`src/rtl/mem_access_ctrl_if.sv`:
```
// ---------------------------------------------------------------------------
// mem_access_ctrl_if
// Single-requester data-bus interface between the MEM-stage access controller
// (master) and the data memory / interconnect (slave).
//   req    : request valid                    (master -> slave)
//   addr   : word-aligned byte address        (master -> slave)
//   we     : write enable                     (master -> slave)
//   wstrb  : byte strobes                     (master -> slave)
//   wdata  : lane-replicated store data       (master -> slave)
//   gnt    : request accepted this cycle      (slave -> master)
//   rvalid : response valid, one per grant    (slave -> master)
//   rdata  : read data                        (slave -> master)
//   err    : response error, with rvalid      (slave -> master)
// ---------------------------------------------------------------------------
interface mem_access_ctrl_if;
    logic        req;
    logic [31:0] addr;
    logic        we;
    logic [3:0]  wstrb;
    logic [31:0] wdata;
    logic        gnt;
    logic        rvalid;
    logic [31:0] rdata;
    logic        err;

    modport master (
        output req, addr, we, wstrb, wdata,
        input  gnt, rvalid, rdata, err
    );

    modport slave (
        input  req, addr, we, wstrb, wdata,
        output gnt, rvalid, rdata, err
    );
endinterface

```
`src/rtl/mem_access_ctrl.sv`:
```
// ---------------------------------------------------------------------------
// mem_access_ctrl
// Turns one MEM-stage load/store into a req/gnt/rvalid transaction on the
// data bus, stalls the pipeline while it is outstanding, returns aligned and
// extended load data, and flags misaligned, illegal or faulted accesses.
//
// Optional feature: define MEMACC_TIMEOUT_EN to add a TIMEOUT_W-bit watchdog
// that aborts a transaction stuck in REQ/RESP with an acc_fault.
//
// Ports:
//   clk, cpurst       : clock, asynchronous active-high reset
//   mem_en/wr/addr/wdata/op/flush : EX/MEM access request and kill
//   bus               : data-bus master port (mem_access_ctrl_if)
//   memacc_stall      : hold IF..EX/MEM pipeline registers
//   ld_valid/ld_data  : load completion pulse and extended result
//   acc_misalign      : misaligned-access pulse
//   acc_fault         : illegal op, bus error or watchdog timeout pulse
// ---------------------------------------------------------------------------
module mem_access_ctrl #(
    parameter int TIMEOUT_W = 8
) (
    input  logic               clk,
    input  logic               cpurst,
    input  logic               mem_en,
    input  logic               mem_wr,
    input  logic [31:0]        mem_addr,
    input  logic [31:0]        mem_wdata,
    input  logic [2:0]         mem_op,
    input  logic               mem_flush,
    mem_access_ctrl_if.master  bus,
    output logic               memacc_stall,
    output logic               ld_valid,
    output logic [31:0]        ld_data,
    output logic               acc_misalign,
    output logic               acc_fault
);

    typedef enum logic [1:0] {IDLE, REQ, RESP, DONE} state_t;

    state_t               state, state_nxt;
    logic                 legal, aligned, start, busy, timeout, drop_eff;
    logic [3:0]           strb_d;
    logic [31:0]          wdata_d;
    logic [TIMEOUT_W-1:0] to_cnt;

    // Captured request; held stable on the bus until granted.
    logic [31:0]          addr_q, wdata_q, ld_data_q;
    logic [3:0]           strb_q;
    logic [2:0]           op_q;
    logic [1:0]           off_q;
    logic                 we_q, drop_q, err_q;

    logic [7:0]           rd_byte;
    logic [15:0]          rd_half;
    logic [31:0]          ld_ext;

    // Op legality, alignment and store lane formatting for the incoming access.
    always_comb begin
        // NOTE: every signal gets a default first so no path through the
        // case statements leaves it unassigned and infers a latch.
        legal   = 1'b0;
        aligned = 1'b1;
        strb_d  = 4'b1111;
        wdata_d = mem_wdata;
        case (mem_op)
            3'b000, 3'b001, 3'b010: legal = 1'b1;
            3'b100, 3'b101:         legal = !mem_wr;
            default:                legal = 1'b0;
        endcase
        case (mem_op[1:0])
            2'b00: begin
                strb_d  = 4'b0001 << mem_addr[1:0];
                wdata_d = {4{mem_wdata[7:0]}};
            end
            2'b01: begin
                aligned = !mem_addr[0];
                strb_d  = 4'b0011 << {mem_addr[1], 1'b0};
                wdata_d = {2{mem_wdata[15:0]}};
            end
            2'b10:   aligned = (mem_addr[1:0] == 2'b00);
            default: aligned = 1'b1;
        endcase
        if (!mem_wr) begin
            strb_d = 4'b0000;
        end
    end

    assign start    = (state == IDLE) && mem_en && legal && aligned && !mem_flush;
    assign busy     = (state == REQ) || (state == RESP);
    assign timeout  = busy && (&to_cnt);
    assign drop_eff = drop_q || mem_flush;

`ifdef MEMACC_TIMEOUT_EN
    always_ff @(posedge clk or posedge cpurst) begin
        if (cpurst) begin
            to_cnt <= '0;
        end else if (start) begin
            to_cnt <= '0;
        end else if (busy) begin
            to_cnt <= to_cnt + TIMEOUT_W'(1);
        end
    end
`else
    // No watchdog: the counter is tied off so timeout never fires.
    assign to_cnt = '0;
`endif

    // Lane select and extension of the returned word using the captured offset.
    always_comb begin
        rd_byte = bus.rdata[{off_q, 3'b000} +: 8];
        rd_half = off_q[1] ? bus.rdata[31:16] : bus.rdata[15:0];
        case (op_q)
            3'b000:  ld_ext = {{24{rd_byte[7]}}, rd_byte};
            3'b001:  ld_ext = {{16{rd_half[15]}}, rd_half};
            3'b100:  ld_ext = {24'h0, rd_byte};
            3'b101:  ld_ext = {16'h0, rd_half};
            default: ld_ext = bus.rdata;
        endcase
    end

    // State register.
    always_ff @(posedge clk or posedge cpurst) begin
        // NOTE: sequential state uses non-blocking assignments so every
        // register samples pre-edge values regardless of process order.
        if (cpurst) begin
            state <= IDLE;
        end else begin
            state <= state_nxt;
        end
    end

    // Next-state logic.
    always_comb begin
        state_nxt = state;
        case (state)
            IDLE: if (start) state_nxt = REQ;
            REQ: begin
                if (timeout)        state_nxt = DONE;
                else if (bus.gnt)   state_nxt = RESP;
                else if (mem_flush) state_nxt = IDLE;
            end
            RESP: begin
                // The outstanding response is always absorbed before leaving.
                if (bus.rvalid)     state_nxt = drop_eff ? IDLE : DONE;
                else if (timeout)   state_nxt = DONE;
            end
            default:                state_nxt = IDLE;
        endcase
    end

    // Request capture, drop/error flags and load result.
    always_ff @(posedge clk or posedge cpurst) begin
        if (cpurst) begin
            addr_q    <= '0;
            wdata_q   <= '0;
            strb_q    <= '0;
            op_q      <= '0;
            off_q     <= '0;
            we_q      <= 1'b0;
            drop_q    <= 1'b0;
            err_q     <= 1'b0;
            ld_data_q <= '0;
        end else begin
            case (state)
                IDLE: if (start) begin
                    addr_q  <= {mem_addr[31:2], 2'b00};
                    wdata_q <= wdata_d;
                    strb_q  <= strb_d;
                    op_q    <= mem_op;
                    off_q   <= mem_addr[1:0];
                    we_q    <= mem_wr;
                    drop_q  <= 1'b0;
                    err_q   <= 1'b0;
                end
                REQ: begin
                    if (timeout)                     err_q  <= 1'b1;
                    else if (bus.gnt && mem_flush)   drop_q <= 1'b1;
                end
                RESP: begin
                    if (bus.rvalid) begin
                        err_q <= bus.err;
                        if (!drop_eff && !bus.err && !we_q) ld_data_q <= ld_ext;
                    end else begin
                        if (mem_flush) drop_q <= 1'b1;
                        if (timeout)   err_q  <= 1'b1;
                    end
                end
                default: ;
            endcase
        end
    end

    // Outputs.
    always_comb begin
        bus.req      = (state == REQ) && !timeout;
        bus.addr     = addr_q;
        bus.we       = we_q;
        bus.wstrb    = strb_q;
        bus.wdata    = wdata_q;
        memacc_stall = 1'b0;
        case (state)
            IDLE:      memacc_stall = start;
            REQ, RESP: memacc_stall = 1'b1;
            default:   memacc_stall = 1'b0;
        endcase
        ld_valid     = (state == DONE) && !err_q && !we_q;
        ld_data      = ld_data_q;
        acc_misalign = (state == IDLE) && mem_en && legal && !aligned;
        acc_fault    = ((state == IDLE) && mem_en && !legal) || ((state == DONE) && err_q);
    end

endmodule

```
`src/flat_wrapper.sv`:
```
// flat-port wrapper written by rule: the top's interface ports become plain ports
module mem_access_ctrl_flat 
#(
    parameter int TIMEOUT_W = 8
)
  (clk, cpurst, mem_en, mem_wr, mem_addr, mem_wdata, mem_op, mem_flush, memacc_stall, ld_valid, ld_data, acc_misalign, acc_fault, bus_req, bus_addr, bus_we, bus_wstrb, bus_wdata, bus_gnt, bus_rvalid, bus_rdata, bus_err);
  mem_access_ctrl_if bus_i ();
  input  logic clk;
  input  logic cpurst;
  input  logic mem_en;
  input  logic mem_wr;
  input  logic [31:0] mem_addr;
  input  logic [31:0] mem_wdata;
  input  logic [2:0] mem_op;
  input  logic mem_flush;
  output logic memacc_stall;
  output logic ld_valid;
  output logic [31:0] ld_data;
  output logic acc_misalign;
  output logic acc_fault;
  output wire logic [$bits(bus_i.req)-1:0] bus_req;
  output wire logic [$bits(bus_i.addr)-1:0] bus_addr;
  output wire logic [$bits(bus_i.we)-1:0] bus_we;
  output wire logic [$bits(bus_i.wstrb)-1:0] bus_wstrb;
  output wire logic [$bits(bus_i.wdata)-1:0] bus_wdata;
  input wire logic [$bits(bus_i.gnt)-1:0] bus_gnt;
  input wire logic [$bits(bus_i.rvalid)-1:0] bus_rvalid;
  input wire logic [$bits(bus_i.rdata)-1:0] bus_rdata;
  input wire logic [$bits(bus_i.err)-1:0] bus_err;
  assign bus_req = bus_i.req;
  assign bus_addr = bus_i.addr;
  assign bus_we = bus_i.we;
  assign bus_wstrb = bus_i.wstrb;
  assign bus_wdata = bus_i.wdata;
  assign bus_i.gnt = bus_gnt;
  assign bus_i.rvalid = bus_rvalid;
  assign bus_i.rdata = bus_rdata;
  assign bus_i.err = bus_err;
  mem_access_ctrl #(.TIMEOUT_W(TIMEOUT_W)) u_core (.clk(clk), .cpurst(cpurst), .mem_en(mem_en), .mem_wr(mem_wr), .mem_addr(mem_addr), .mem_wdata(mem_wdata), .mem_op(mem_op), .mem_flush(mem_flush), .bus(bus_i), .memacc_stall(memacc_stall), .ld_valid(ld_valid), .ld_data(ld_data), .acc_misalign(acc_misalign), .acc_fault(acc_fault));
endmodule
```
`config.mk`:
```
export PLATFORM = sky130hd
export DESIGN_NAME = mem_access_ctrl_flat
export DESIGN_NICKNAME = d
export VERILOG_FILES = /design/src/rtl/mem_access_ctrl_if.sv /design/src/rtl/mem_access_ctrl.sv /design/src/flat_wrapper.sv
export SDC_FILE = /design/constraint.sdc
export NUM_CORES = 1
export LEC_CHECK = 0
export BUFFER_PORTS_ARGS = -buffer_cell sky130_fd_sc_hd__buf_2
export CORE_MARGIN = 4
export CORE_UTILIZATION = 48
export DETAILED_ROUTE_END_ITERATION = 10
export PLACE_DENSITY = 0.8
export SLEW_MARGIN = 10
export SYNTH_ARGS = -nofsm -noshare
export SYNTH_HDL_FRONTEND = slang
export SYNTH_SLANG_ARGS = --single-unit
```
`constraint.sdc`:
```
create_clock -name clk -period 4.5 [get_ports clk]
set_input_delay 0.45 -clock clk [delete_from_list [all_inputs] [get_ports clk]]
set_output_delay 0.45 -clock clk [all_outputs]
set_load 0.1 [all_outputs]
```
After elaboration in Yosys (flattened, before gate mapping):

Cells that the tools add are included.

* register bits: 108
* input bits: 107

* equal/unequal tests: 18
* shifts and indexed selects: 3
* multiplexer cells: 21
* reduce and logical (&&, ||, !) cells: 38

Operators with widths (count)
* case mux 32 bit (4 select lines): 1
* case mux 32 bit (2 select lines): 1
* variable part select 32 x 6 -> 8 bit: 1
* two-way mux 16 bit: 1
* equality test 3 bit, second input constant: 4
* logical AND 1 bit: 12
* two-way mux 2 bit: 5
* logical NOT 1 bit: 9
* AND reduction 3 bit: 3
* case mux 1 bit (2 select lines): 4
* case mux 4 bit (2 select lines): 1
* equality test 2 bit, second input constant: 3
* equality test 3 x 1 -> 1 bit, second input constant: 2
* logical NOT 2 bit: 3
* logical NOT 3 bit: 2
* inequality test 2 bit, second input constant: 3
* case mux 2 bit (3 select lines): 1
* two-way mux 1 bit: 5
* AND reduction 5 bit: 1
* equality test 2 x 1 -> 1 bit, second input constant: 2
* two-way mux 4 bit: 1
* inequality test 2 x 1 -> 1 bit, second input constant: 2
* OR reduction 2 bit: 2
* << shifter 1 x 2 -> 4 bit, first input constant: 1
* other kinds (9): 10

Depth between registers and ports, before layout:

Gate-level depths: netlist of run 1.

* depth in word-level cells: 8
* depth in mapped cells: 10

Least setup slack after synthesis of run 1:

OpenSTA, ideal clock, no wires.

* path kind: input port to output port
* start: input mem_op[1]
* end: output acc_misalign
* data arrival time: 3.442 ns
* required time: 4.050 ns
* slack: 0.608 ns
* stages on the path: 6
* buffers on the path: 1
* path through: inv_1 ha_1 buf_2 nor2_1 a22oi_1 nor3b_1

* word-level cells in the longest chain between the ends: 5

RTL lines
* start: declaration: RTL line flat_wrapper.sv:14 `input logic [2:0] mem_op;`
* equality test 3 x 1 -> 1 bit, or another cell as far along: RTL line mem_access_ctrl.sv:65 `case (mem_op)`
* OR reduction 3 bit or OR reduction 2 bit (tied branches): RTL line mem_access_ctrl.sv:65
* case mux 1 bit (2 select lines): RTL line mem_access_ctrl.sv:65
* logical AND 1 bit: RTL line mem_access_ctrl.sv:208 `acc_misalign = (state == IDLE) && mem_en && legal && !aligned;`
* logical AND 1 bit *: RTL line mem_access_ctrl.sv:208
* end: declaration: RTL line flat_wrapper.sv:19 `output logic acc_misalign;`

Every way passes the cells marked *; elsewhere a longest branch is shown, timed or not.

Worst setup path in the final report of run 1:

* start: input mem_op[1]
* end: output memacc_stall

* word-level cells in the longest chain between the ends: 7

RTL lines
* equality test 3 x 1 -> 1 bit, or another cell as far along: RTL line mem_access_ctrl.sv:65
* OR reduction 3 bit or OR reduction 2 bit (tied branches): RTL line mem_access_ctrl.sv:65
* case mux 1 bit (2 select lines): RTL line mem_access_ctrl.sv:65
* logical AND 1 bit: RTL line mem_access_ctrl.sv:88 `assign start = (state == IDLE) && mem_en && legal && aligned && !mem_flush;`
* logical AND 1 bit * (2 in series): RTL line mem_access_ctrl.sv:88
* case mux 1 bit (2 select lines) *: RTL line mem_access_ctrl.sv:201 `case (state)`
* end: declaration: RTL line flat_wrapper.sv:16 `output logic memacc_stall;`

Marks and branches as above.

==> metrics.csv, run 1 <==
stage;metric;value;unit
status;outcome;finished, final reports clean;
drt;vias_per_cell;5.43;
cts;clk_pin_slew;0.10;ns
worst_hold_path;holdCritPathClass;in -> reg;
setup_path;cp-end-kind;output port;
drt;drt-total-wl;15200;microns
setup_path;cp.arrival;2.63;ns
final_layout;areaGrowthSynthToFinish;25.0;%
cts;post-cts-setup-buffers;0;
grt;track_usage;0.243;
placement;io_buffer_count;210;
floorplanning;core;0.0104;sq mm
logic_synthesis;synth_seq_cells;108;
cts;cts_htree_levels;3;
setup_path;path_cells;buf_2, inv_1, ha_1, nor2_1, a22oi_1, and3b_2, nor2_1, nor2_1, buf_2;
logic_synthesis;synthCells;597;
timing;period_share;0.684;
cts;cts_root_buf;clkbuf_8;
logic_synthesis;yosys-top-cells-area;dfrtp_1 53%, nand2_1 14%, o21ai_0 4.3%, a21oi_1 4.2%, nor2_1 4.0%;
cts;cts_resized;0;
logic_synthesis;synth-main-ff-cell;dfrtp_1;
logic_synthesis;syn-cell-area;0.00515;sq mm
timing;fmaxAchievable;325;MHz
placement;gp_routability_congestion;0.932;
final_layout;drive_gt1_frac;0.308;
final_layout;fin_cells;926;
timing;relSlewSlack;0.305;
timing;finClkSkew;0.0110;ns
setup_path;required;4.05;ns
cts;clk_latency;0.37;ns
setup_path;critPathMaxStageDelay;0.60;ns
timing;fin_setup_tns;0;ns
drt;dr.first_iter.drc_count;431;
grt;grt_overflow;0;
setup_path;start_kind;input port;
drt;firstDrtPassIters;5;
logic_synthesis;synth_cell_types;44;
timing;final_max_slew_viol_count;0;
floorplanning;ioPinCount;213;
setup_path;cpMostUsedCell;nor2_1;
cts;cts.sinks;108;
setup_path;critPathKind;in -> out;
final_layout;finish.utilization;0.621;
floorplanning;dieHeight;112;microns
final_layout;diodes;0;
grt;grt_pass1_vias;4985;
cts;cts_tree;done;
setup_path;critPathMaxFanout;19;
grt;grt_start_max_net_pins;76;
drt;wire_per_inst;16.4;microns
floorplanning;start_util;0.496;
placement;place_ws;1.36;ns
floorplanning;rows;37;
timing;rsz0062_at_grt;false;
logic_synthesis;yosysMostFrequentCell;nand2_1;
setup_path;cpMaxStageDelayCell;ha_1;
placement;dpl.cell_count;911;
logic_synthesis;async_reset_ff_frac;1.00;
timing;max_slew.worst_pin.slew;1.04;ns
floorplanning;design.die.area;0.0124;sq mm
cts;cts_buffers;9;
logic_synthesis;yosys_warnings;0;
logic_synthesis;synth_edf_count;0;
floorplanning;die_x;112;microns
logic_synthesis;yosysTopAreaCell;dfrtp_1;
drt;vias;5024;
timing;hold_violations;0;
drt;drtAntennaViolNets;0;
timing;fin_ws;1.42;ns
logic_synthesis;synth.avg_cell_area;8.62;sq um
cts;postCtsHoldBufs;0;
job;max_cap_viol_count;0;
grt;antenna_found_initial;0;
final_layout;final_net_count;901;
cts;cts_buffer_depth;2;
drt;route.detailed.drc;0;
timing;finalCriticalPeriod;3.08;ns
logic_synthesis;synth_common_cells;188 x nand2_1, 108 x dfrtp_1, 55 x nor2_1;
placement;hpwl;11300;microns
logic_synthesis;ys_seq_area_frac;0.525;
grt;grt_pass1_wl;24600;microns
logic_synthesis;synth_top_area_share;0.525;
timing;finalSetupViolCount;0;
==> cell usage in the layout, fill, tap and decap left out, types with 2 or more instances in the layout <==
cell type / n
buf_2: 210
nand2_1: 188
dfrtp_1: 108
nor2_1: 55
o21ai_0: 44
a21oi_1: 43
o22ai_1: 17
clkbuf_8: 11
mux2i_1: 10
inv_1: 10
a22oi_1: 10
nor3_1: 9
a31oi_1: 9
a221oi_1: 8
ha_1: 8
and3_1: 6
buf_4: 5
mux2_2: 4
nand3_1: 4
nor2b_1: 2
nand2b_1: 2
nor3b_1: 2
conb_1: 2
clkinv_2: 2
==> worst paths after layout <==
path	startpoint	to	slack (ns)	depth (start not counted)
setup reg to reg	u_core.state[0]	u_core.ld_data[17]	1.69	7
setup / recovery	mem_op[1]	memacc_stall	1.42	9
min in group asynchronous	cpurst	u_core.ld_data[24]	0.29	2
max in group asynchronous	cpurst	u_core.bus.wdata[3]	3.21	3
hold reg to reg	u_core.bus.wstrb[3]	u_core.bus.wstrb[3]	0.47	2
hold / removal	mem_addr[25]	u_core.bus.addr[25]	0.26	3
==> cell type report <==
type | instances | area [sq um]
fill | 920 | 3930
sequential | 108 | 2700
multi-input combinational | 439 | 2220
timing repair buffer | 215 | 1090
tap | 136 | 170
clock buffer | 11 | 151
inverter | 13 | 51.3
clock inverter | 4 | 48.8
==> kinds of logic after synthesis <==
family	Yosys count	synth area share
adder cells (fa/ha/maj)	8	0.0194
buffers and inverters	51	0.0440
flip-flops	108	0.525
AO/OA/AOI/OAI	138	0.155
other	1	0.000729
AND/OR/NAND/NOR	276	0.223
multiplexers	15	0.0326
==> critical path, delay by kind of cell <==
kind	cells	cell delay, ns
buffers and inverters	3	0.72
adder cells (fa/ha/maj)	1	0.60
AND/OR/NAND/NOR	4	0.52
AO/OA/AOI/OAI	1	0.32
==> state kept, by name, summed over array words and instances, names as in the netlist <==
signal,cells
u_core.bus.wdata,32
u_core.ld_data,32
u_core.bus.addr,30
u_core.bus.wstrb,4
u_core.op_q,3
u_core.off_q,2
u_core.state,2
u_core.bus.we,1
u_core.drop_q,1
u_core.err_q,1
==> through the flow <==
step	instance area, sq um	hold slack, ns
floorplan	5150	0.482
CTS	6440	0.250
global placement	6240	0.452
finish	6440	0.263
global route	6440	0.244
detailed placement	6240	0.457
==> routing by layer <==
layer,global-route usage,up-vias,part of all wire
met5,0,-,0
met4,0.0884,0,0.022
met3,0.0723,27,0.098
met2,0.395,251,0.48
met1,0.308,2368,0.40
li1,-,2378,-
Power of run 1 is not shown: default switching activity piles up to over one toggle a cycle in this logic, so the estimate is an artifact.
==> run 2: changes to the inputs <==
- clock period: 4.5 -> 2.85 ns (I/O delays scaled with it)
==> run 2 against run 1 <==
  * Clock skew fell by 0.0032 ns
  * First-iteration DRC count is 18% lower
  * Worst setup slack lost 1.1 ns
  * Sequential share of layout area decreased by 0.89 points
  * Cell area is 2.2% higher
  * Wire length rose by 2.1%
  * Via count grew 1.2%
  * Utilization increased by 1.4 points
  * Final cell count increased by 0.97%
  * Worst hold slack got worse by 0.24 ns
  * Critical path depth decreased by 2
==> metrics.csv, run 2 (synthesis gave the netlist of run 1 again) <==
stage;metric;value;unit;change
floorplanning;dieHeight;112;microns;unchanged
timing;finClkSkew;0.00778;ns;-0.00324 ns
setup_path;critPathMaxStageDelay;0.43;ns;-0.17 ns
timing;finalCriticalPeriod;2.56;ns;
setup_path;path_cells;inv_1, ha_1, nand2_1, and3b_2, nor2_1, nor2_2, buf_2;;
drt;route.detailed.drc;0;;unchanged
timing;period_share;0.900;;
setup_path;cp.arrival;2.28;ns;-0.35 ns
timing;fin_setup_tns;0;ns;unchanged
floorplanning;start_util;0.496;;unchanged
timing;hold_violations;0;;unchanged
cts;cts_htree_levels;3;;unchanged
floorplanning;rows;37;;unchanged
job;max_cap_viol_count;0;;unchanged
setup_path;critPathKind;reg -> out;;
drt;wire_per_inst;16.6;microns;+1.2%
floorplanning;design.die.area;0.0124;sq mm;unchanged
timing;finalSetupViolCount;0;;unchanged
final_layout;areaGrowthSynthToFinish;27.8;%;
setup_path;cpMaxStageDelayCell;dfrtp_1;;
drt;drt-total-wl;15500;microns;+2.1%
setup_path;start_kind;flip-flop;;
timing;timing.hold.ws;0.0258;ns;-0.238 ns
cts;clk_latency;0.37;ns;about the same
cts;cts.sinks;108;;unchanged
floorplanning;core;0.0104;sq mm;unchanged
placement;gp_routability_congestion;0.914;;-1.8%
timing;max_slew.worst_pin.slew;0.747;ns;-0.295 ns
cts;clk_pin_slew;0.10;ns;about the same
cts;cts_tree;done;;
grt;grt_pass1_wl;25500;microns;+3.9%
worst_hold_path;holdCritPathClass;in -> async;;
floorplanning;ioPinCount;213;;unchanged
final_layout;fin_cells;935;;+0.97%
cts;cts_buffers;9;;unchanged
final_layout;layout_common_cells;209 x buf_2, 188 x nand2_1, 108 x dfrtp_1;;
grt;grt_overflow;0;;unchanged
setup_path;cp.buffers_inverters;2;;-1
drt;vias;5083;;+1.2%
drt;firstDrtPassIters;5;;unchanged
setup_path;crit_family;simple AND/OR/NAND/NOR gates;;
drt;dr.first_iter.drc_count;353;;-18%
cts;postCtsHoldBufs;0;;unchanged
cts;cts_buffer_depth;2;;unchanged
drt;drtAntennaViolNets;0;;unchanged
final_layout;layout_commonest_cell;buf_2;;
cts;cts_root_buf;clkbuf_8;;
setup_path;required;2.57;ns;-1.48 ns
drt;vias_per_cell;5.44;;+0.20%
timing;final_max_slew_viol_count;0;;unchanged
final_layout;drive_gt1_frac;0.318;;+0.0103
timing;relSlewSlack;0.501;;+0.196
status;outcome;finished, final reports clean;;
cts;cts_resized;0;;unchanged
grt;track_usage;0.253;;+0.0102
final_layout;diodes;0;;unchanged
timing;rsz0062_at_grt;false;;
floorplanning;die_x;112;microns;unchanged
cts;post-cts-setup-buffers;0;;unchanged
grt;grt_start_max_net_pins;74;;-2.6%
final_layout;fillCellCount;917;;-0.33%
setup_path;critPathMaxFanout;8;;-11
placement;hpwl;11800;microns;+4.2%
final_layout;finish.utilization;0.634;;+0.0135
grt;grt_pass1_vias;5169;;+3.7%
final_layout;multiInputGateArea;0.00224;sq mm;+0.56%
final_layout;seqCellArea;0.00270;sq mm;unchanged
placement;dpl.cell_count;919;;+0.88%
timing;fmaxAchievable;390;MHz;
final_layout;final_net_count;909;;+0.89%
placement;io_buffer_count;210;;unchanged
grt;antenna_found_initial;1;;+1
setup_path;cp-end-kind;output port;;
run 2: final cells by class:
class                   count  share of cell area
flip-flops and latches    108               0.411
multi-input cells         439               0.340
repair buffers            223               0.183
well taps                 136              0.0259
clock buffers              10              0.0194
clock inverters             6              0.0131
inverters                  13             0.00799
run 2: path summary, 6_finish.rpt:
path	start	endpoint	slack (ns)	cells after the start
setup / recovery	u_core.state[0]	memacc_stall	0.29	7
hold / removal	cpurst	u_core.drop_q	0.03	2
setup reg to reg	u_core.state[0]	u_core.ld_data[21]	0.44	8
hold reg to reg	u_core.bus.wdata[2]	u_core.bus.wdata[2]	0.48	2
max in group asynchronous	cpurst	u_core.bus.addr[12]	2.00	3
min in group clk	mem_addr[28]	u_core.bus.addr[28]	0.10	3
run 2: through the flow:
step / cell area, sq um / worst slack, ns
floorplan: 5170 / 0.0116
global placement: 6360 / 0.538
detailed placement: 6360 / 0.439
CTS: 6580 / 0.286
global route: 6580 / 0.201
finish: 6580 / 0.286
run 2: routing by layer:
metal / part of all wire / routed length, microns / track usage
met5: 0.0012 / 18 / 0
met4: 0.028 / 433 / 0.109
met3: 0.10 / 1550 / 0.0696
met2: 0.48 / 7480 / 0.414
met1: 0.39 / 6050 / 0.316
run 2: worst reg2reg max path, cell delays in order, from the launching register on:
cell and delay [ns]:
dfrtp_1 0.43, inv_1 0.12, ha_1 0.24, inv_2 0.08, or3_4 0.42, or4_1 0.40
buf_4 0.24, nor2_8 0.25, a21oi_1 0.10
Power of run 2 is left out for the same reason.
